--- config.mk ---
export PLATFORM = sky130hd
export DESIGN_NAME = mips_multicycle_ctrl
export DESIGN_NICKNAME = d
export VERILOG_FILES = /design/src/rtl/mips_multicycle_ctrl.sv
export SDC_FILE = /design/constraint.sdc
export NUM_CORES = 1
export LEC_CHECK = 0
export BUFFER_PORTS_ARGS = -buffer_cell sky130_fd_sc_hd__buf_2
export CORE_ASPECT_RATIO = 1.4
export CORE_MARGIN = 3
export CORE_UTILIZATION = 53
export CTS_CLUSTER_SIZE = 12
export DETAILED_ROUTE_END_ITERATION = 10
export GPL_ROUTABILITY_DRIVEN = 0
export PLACE_DENSITY_LB_ADDON = 0.3
export RECOVER_POWER = 50
export SYNTH_ARGS = -nofsm -noshare
export SYNTH_HDL_FRONTEND = slang
export SYNTH_SLANG_ARGS = --single-unit
--- constraint.sdc ---
create_clock -name clk -period 2.95 [get_ports clk]
set_input_delay 0.59 -clock clk [delete_from_list [all_inputs] [get_ports clk]]
set_output_delay 0.59 -clock clk [all_outputs]
set_load 0.05 [all_outputs]
--- src/rtl/mips_multicycle_ctrl.sv ---
// Main control FSM of the multicycle MIPS core: sequences ALU, IR, PC and the shared memory port.
// Define ILLEGAL_OP_TRAP_EN to trap unknown opcodes into HALT and expose the sticky illegal_op flag.
module mips_multicycle_ctrl #(
   parameter int unsigned MEM_TIMEOUT = 255
) (
   input  logic       clk,
   input  logic       reset,
   input  logic [5:0] opcode,
   input  logic       zero,
   input  logic       mem_ready,
   output logic       mem_req,
   output logic       mem_write,
   output logic       iord,
   output logic       ir_write,
   output logic       reg_dst,
   output logic       memtoreg,
   output logic       reg_write,
   output logic       alu_src_a,
   output logic [1:0] alu_src_b,
   output logic [1:0] alu_op,
   output logic [1:0] pc_src,
   output logic       pc_en,
   output logic       halted,
   output logic       mem_err,
`ifdef ILLEGAL_OP_TRAP_EN
   output logic       illegal_op,
`endif
   output logic [3:0] state
);

   typedef enum logic [3:0] {
      S_FETCH  = 4'd0,
      S_DECODE = 4'd1,
      S_MEMADR = 4'd2,
      S_MEMRD  = 4'd3,
      S_MEMWB  = 4'd4,
      S_MEMWR  = 4'd5,
      S_EXEC   = 4'd6,
      S_ALUWB  = 4'd7,
      S_BRANCH = 4'd8,
      S_ADDIEX = 4'd9,
      S_ADDIWB = 4'd10,
      S_JUMP   = 4'd11,
      S_HALT   = 4'd15
   } state_e;

   localparam logic [5:0] OP_RTYPE = 6'b000000;
   localparam logic [5:0] OP_J     = 6'b000010;
   localparam logic [5:0] OP_BEQ   = 6'b000100;
   localparam logic [5:0] OP_ADDI  = 6'b001000;
   localparam logic [5:0] OP_LW    = 6'b100011;
   localparam logic [5:0] OP_SW    = 6'b101011;

   state_e     state_q, state_d;
   logic [7:0] cnt_q, cnt_d;
   logic       mem_err_q, mem_err_d;
   logic       ill_q, ill_d;
   logic       wait_mem;
   logic       timeout;

   // This waiting cycle is the MEM_TIMEOUT-th without mem_ready.
   assign timeout = ({1'b0, cnt_q} + 9'd1) >= 9'(MEM_TIMEOUT);

   always_ff @(posedge clk or posedge reset) begin
      if (reset) begin
         state_q   <= S_FETCH;
         cnt_q     <= 8'd0;
         mem_err_q <= 1'b0;
         ill_q     <= 1'b0;
      end else begin
         state_q   <= state_d;
         cnt_q     <= cnt_d;
         mem_err_q <= mem_err_d;
         ill_q     <= ill_d;
      end
   end

   always_comb begin
      state_d   = state_q;
      cnt_d     = 8'd0;
      mem_err_d = mem_err_q;
      ill_d     = ill_q;
      wait_mem  = 1'b0;
      mem_req   = 1'b0;
      mem_write = 1'b0;
      iord      = 1'b0;
      ir_write  = 1'b0;
      reg_dst   = 1'b0;
      memtoreg  = 1'b0;
      reg_write = 1'b0;
      alu_src_a = 1'b0;
      alu_src_b = 2'b00;
      alu_op    = 2'b00;
      pc_src    = 2'b00;
      pc_en     = 1'b0;
      halted    = 1'b0;

      case (state_q)
         S_FETCH: begin
            mem_req   = 1'b1;
            alu_src_b = 2'b01;
            ir_write  = mem_ready;
            pc_en     = mem_ready;
            wait_mem  = 1'b1;
            if (mem_ready) state_d = S_DECODE;
         end
         S_DECODE: begin
            alu_src_b = 2'b11;
            case (opcode)
               OP_LW, OP_SW: state_d = S_MEMADR;
               OP_RTYPE:     state_d = S_EXEC;
               OP_BEQ:       state_d = S_BRANCH;
               OP_ADDI:      state_d = S_ADDIEX;
               OP_J:         state_d = S_JUMP;
`ifdef ILLEGAL_OP_TRAP_EN
               default: begin
                  state_d = S_HALT;
                  ill_d   = 1'b1;
               end
`else
               default:      state_d = S_FETCH;
`endif
            endcase
         end
         S_MEMADR: begin
            alu_src_a = 1'b1;
            alu_src_b = 2'b10;
            if (opcode == OP_SW)      state_d = S_MEMWR;
            else if (opcode == OP_LW) state_d = S_MEMRD;
            else                      state_d = S_FETCH;
         end
         S_MEMRD: begin
            mem_req  = 1'b1;
            iord     = 1'b1;
            wait_mem = 1'b1;
            if (mem_ready) state_d = S_MEMWB;
         end
         S_MEMWR: begin
            mem_req   = 1'b1;
            mem_write = 1'b1;
            iord      = 1'b1;
            wait_mem  = 1'b1;
            if (mem_ready) state_d = S_FETCH;
         end
         S_MEMWB: begin
            reg_write = 1'b1;
            memtoreg  = 1'b1;
            state_d   = S_FETCH;
         end
         S_EXEC: begin
            alu_src_a = 1'b1;
            alu_op    = 2'b10;
            state_d   = S_ALUWB;
         end
         S_ALUWB: begin
            reg_write = 1'b1;
            reg_dst   = 1'b1;
            state_d   = S_FETCH;
         end
         S_BRANCH: begin
            alu_src_a = 1'b1;
            alu_op    = 2'b01;
            pc_src    = 2'b01;
            pc_en     = zero;
            state_d   = S_FETCH;
         end
         S_ADDIEX: begin
            alu_src_a = 1'b1;
            alu_src_b = 2'b10;
            state_d   = S_ADDIWB;
         end
         S_ADDIWB: begin
            reg_write = 1'b1;
            state_d   = S_FETCH;
         end
         S_JUMP: begin
            pc_src  = 2'b10;
            pc_en   = 1'b1;
            state_d = S_FETCH;
         end
         S_HALT: begin
            halted  = 1'b1;
            state_d = S_HALT;
         end
         default: state_d = S_FETCH;
      endcase

      // mem_ready in the same cycle as the limit wins, since this only fires while waiting.
      if (wait_mem && !mem_ready) begin
         if (timeout) begin
            state_d   = S_HALT;
            mem_err_d = 1'b1;
         end else begin
            cnt_d = (cnt_q == 8'hFF) ? cnt_q : cnt_q + 8'd1;
         end
      end
   end

   assign mem_err = mem_err_q;
   assign state   = state_q;
`ifdef ILLEGAL_OP_TRAP_EN
   assign illegal_op = ill_q;
`endif

endmodule

==> impl.org <==
** Die
- The floorplan step defined a die boundary enclosing 0.00237 mm^2.
- The total area inside the core boundary comes to 0.00164 mm^2.
- The floorplan has 17 rows.
- Initial cell density of the core :: 58.7%
- Die width :: 42.0 um
- Vertical die dimension :: 56.4 um
- 31 I/O pins were placed.

** Global route
- Most Crowded Layer GR :: met2
- Entering global routing, the biggest net connects 20 pins.
- Total global routing overflow :: 0
- Met2 Resource Use GR :: 36.5%
- The number of antenna violations at the first check in global routing came to 0.
- Number of global-route vias before repair :: 872
- Met1 demand-to-capacity share in global routing :: 20.4%
- Grt met3 use :: 1.92%
- The first global-routing pass estimated 3.60 mm of wire.
- Overall fraction of global-route tracks in use :: 19.6%

** Worst setup path
- For this design, the slowest cell found on the critical path is sky130_fd_sc_hd__dfrtp_1.
- STA classifies the critical path startpoint as a flop.
- The number of buffers and inverters on the critical path is 1.
- On the worst path, the slowest cell contributes a delay of 590 ps.
- STA puts the critical path data arrival time at 1780 ps.
- The critical path is of the flop to output pin type.
- Of all nets on the critical path, the largest fanout is 19.
- Ordered list of cells on the worst path :: or3_1, o21a_1, nor2_1, buf_2
- Kind of capture point of the worst setup path :: output pin
- At the worst endpoint, the required time is 2360 ps.
- Family with the most delay on the worst path :: flip-flops

** Final layout
- Synth-to-Final Area Change :: 16.9%
- Area of combinational cells with multiple inputs :: 589 um^2
- Antenna diode instance count :: 0
- In the final design database the tool counted 160 nets.
- Leaving out filler cells and counting taps, the final layout contains 166.
- The post-route netlist has 21.8% of its cells at a drive strength greater than 1.
- In the final layout, flip-flops and latches occupy 325 um^2.
- Counting the fill cells in the layout gives 168.

** STA
- The worst pin sits at a relative slew slack of 50.1%.
- The final hold violation count came to 0.
- For the final database, setup skew stands at 0.950 ps.
- Setup Total Neg Slack :: 0 ps
- Of the available clock period, the critical path in the final layout requires 80.2%.
- Setup violators final :: 0
- Measured slew at the worst slew-check pin :: 741 ps
- The number of pins exceeding their max-slew limit in the final report was 0.
- Setup repair after global routing missed its margin :: no
- Timing would allow up to 423 MHz.
- Period minus WS final :: 2370 ps

** Synth
- Yosys mapped a number of flops with a built-in enable equal to 0.
- Summing the areas of all and, or, nand and nor instances in the mapped netlist gives 32.5% of the synthesized area.
- The synthesized design contains 13 register bits.
- Dividing the synthesized area by the synthesized cell count gives 8.02 um^2.
- Count of mapped cells out of synthesis :: 120
- Most frequently used flop master after synthesis :: sky130_fd_sc_hd__dfrtp_1
- Measured against the total synthesized area, the mux share comes to 2.08%.
- For this run, the number of Yosys warnings is 0.
- Largest family of logic cells by synthesized area :: simple AND/OR/NAND/NOR gates
- Count of cell types in the netlist :: 38
- Share of async-settable or async-resettable flops after synthesis :: 100%
- Synthesis produced a netlist with a net count of 132.
- Synthesized-area fraction occupied by xor and xnor cells :: 8.19%
- Cell area after synthesis :: 962 um^2
- Of the total synthesized cell area, the portion taken by full adders, half adders and majority gates is 2.60%.
- Summing the areas of all compound-gate instances in the mapped netlist gives 15.3% of the synthesized area.
- Sequential elements use 33.8% of the synthesized area.

** Placement
- Placed Cells incl. Taps :: 162
- Count of port buffers added during placement :: 30
- HPWL after DPL :: 1.71 mm

** Clock tree
- Bufs on Longest Clock Path :: 2
- In this run, CTS created clock tree buffers numbering 3.
- Insertion delay of the later-clocked pin in the worst-skew pair :: 280 ps
- Root buf cell :: sky130_fd_sc_hd__clkbuf_4
- Number of buffers inserted by hold repair at cts :: 0
- CTS tree :: done
- Clock-pin slew was measured on the worst setup and hold paths at 70 ps.
- After clock tree synthesis, the repair step resized 0 gates.
- CTS built an H-tree with a depth of 1.
- Buffers added to address setup during post-CTS repair amount to 0.
- Sink Count :: 13

** Power and ir drop
- Cell-internal power :: 0.000239 W
- Fraction of power consumed by sequential logic :: 57.5%
- Static leakage power :: 0.540 nW
- Switching pwr :: 0.0000723 W
- Peak supply drop :: 0.307 mV
- Of the total power, the share spent switching nets is 23.2%.
- Part of the power in the clock network :: 35.2%
- In this run the power density over the cells is 277 mW/mm^2.
- Combinational Power Share :: 7.3%

** Route
- Count of unresolved DRC violations after routing :: 0
- Via/cell ratio :: 5.88
- Dividing the detail-routed wire length by the instance count gives 13.5 um.
- The detailed router finished its first iteration with 19 violations.
- TritonRoute pass-1 iters :: 4
- Summing over every cut layer, the via total after detailed routing is 976.
- Remaining antenna violation count after routing :: 0
- Wires add up to 2.23 mm.

** Flow run
- Max_cap viols :: 0

** Status
- The flow ran to the end, and the final reports show no timing, DRC or antenna violations.

** Min path
- The min-delay analysis places its worst path in the category input port to async pin.
==> state kept, by name, indices dropped and copies added (netlist names) <==
signal	count
cnt_q	8
mem_err	1
state	4
==> metrics by stage <==
| step | hold slack [ps] | power, W | setup WS, ps | utilization, % | cell area, um^2 |
|---|---|---|---|---|---|
| finish | 314 | 0.000311 | 583 | 68.7 | 1120 |
| global route | 329 | 0.000323 | 410 | 68.7 | 1120 |
| CTS | 319 | 0.000315 | 572 | 69.3 | 1130 |
| detailed placement | 447 | 0.000206 | 884 | 67.7 | 1110 |
| global placement | 446 | 0.000205 | 919 | 67.7 | 1110 |
| floorplan | 467 | 0.000194 | 44.9 | - | 972 |
==> synthesized netlist by cell type, types with 4 or more instances <==
cell	number	area share (%)
sky130_fd_sc_hd__nand3_1	5	2.6
sky130_fd_sc_hd__nor2_1	14	5.5
sky130_fd_sc_hd__o21ai_0	6	3.1
sky130_fd_sc_hd__xor2_1	5	4.6
sky130_fd_sc_hd__dfrtp_1	13	34
sky130_fd_sc_hd__clkbuf_1	5	2.0
sky130_fd_sc_hd__nand2b_1	6	3.9
sky130_fd_sc_hd__nand2_1	7	2.7
sky130_fd_sc_hd__nor3_1	12	6.2
sky130_fd_sc_hd__nand4_1	4	2.6
sky130_fd_sc_hd__a21oi_1	4	2.1
sky130_fd_sc_hd__xnor2_1	4	3.6
sky130_fd_sc_hd__inv_1	4	1.6
==> final cells by class <==
| type | count | share of cell area (%) |
|---|---|---|
| inverter | 4 | 1.33 |
| timing repair buffer | 30 | 12.9 |
| sequential | 13 | 28.9 |
| clock buffer | 4 | 2.34 |
| multi-input combinational | 96 | 52.4 |
| tap | 19 | 2.11 |
==> worst reg2reg max path, stage by stage, from the launching register on <==
cell and delay (ps):
sky130_fd_sc_hd__dfrtp_1 590, sky130_fd_sc_hd__or3_1 430, sky130_fd_sc_hd__o21a_1 130, sky130_fd_sc_hd__nor3_1 290, sky130_fd_sc_hd__or3b_4 460, sky130_fd_sc_hd__o311ai_1 80
==> power groups by stage <==
stage               clock [W]  sequential [W]  combinational [W]
CTS                  0.000113        0.000179          0.0000232
detailed placement          0        0.000183          0.0000231
finish               0.000110        0.000179          0.0000228
global placement            0        0.000183          0.0000222
global route         0.000119        0.000179          0.0000246
floorplan                   0        0.000185         0.00000890
==> logic make-up (layout without fill, tap and decap cells) <==
kind of cell,Yosys count,in the layout
AND/OR/NAND/NOR,60,60
AO/OA/AOI/OAI,23,23
flip-flops,13,13
buffers and inverters,11,38
XOR/XNOR,9,9
adder cells (fa/ha/maj),2,2
multiplexers,2,2
==> per-layer routing <==
| layer | routed length, um | vias up |
|---|---|---|
| met2 | 1190 | 31 |
| met3 | 118 | 7 |
| met5 | 0 | - |
| met4 | 65 | 0 |
| met1 | 861 | 456 |
| li1 | - | 482 |
==> cell usage in the layout (no fill, tap or decap), types with 2 or more instances in the layout <==
cell                       Yosys  routed
sky130_fd_sc_hd__buf_2         0      26
sky130_fd_sc_hd__nor2_1       14      14
sky130_fd_sc_hd__dfrtp_1      13      13
sky130_fd_sc_hd__nor3_1       12      11
sky130_fd_sc_hd__o21ai_0       6       7
sky130_fd_sc_hd__nand2_1       7       7
sky130_fd_sc_hd__nand2b_1      6       6
sky130_fd_sc_hd__nand3_1       5       5
sky130_fd_sc_hd__xor2_1        5       5
sky130_fd_sc_hd__clkbuf_1      5       5
sky130_fd_sc_hd__nand4_1       4       4
sky130_fd_sc_hd__inv_1         4       4
sky130_fd_sc_hd__xnor2_1       4       4
sky130_fd_sc_hd__a21oi_1       4       4
sky130_fd_sc_hd__clkbuf_4      0       3
sky130_fd_sc_hd__or3_1         2       2
sky130_fd_sc_hd__and3_1        2       2
sky130_fd_sc_hd__nor2b_1       2       2
sky130_fd_sc_hd__nor3_2        1       2
sky130_fd_sc_hd__mux2i_1       2       2
sky130_fd_sc_hd__o22ai_1       2       2
sky130_fd_sc_hd__ha_1          2       2
==> final timing paths <==
| path | from | end | slack [ps] | cells after the start |
|---|---|---|---|---|
| worst max-delay path | state[1] | mem_req | 580 | 4 |
| max in group asynchronous | reset | cnt_q[3] | 2310 | 2 |
| worst min register to register | mem_err | mem_err | 470 | 1 |
| worst max register to register | state[1] | state[3] | 870 | 5 |
| worst min-delay path | reset | cnt_q[6] | 310 | 2 |
| min in group clk | mem_err | mem_err | 470 | 1 |
Power figures use the tool's default switching activity.
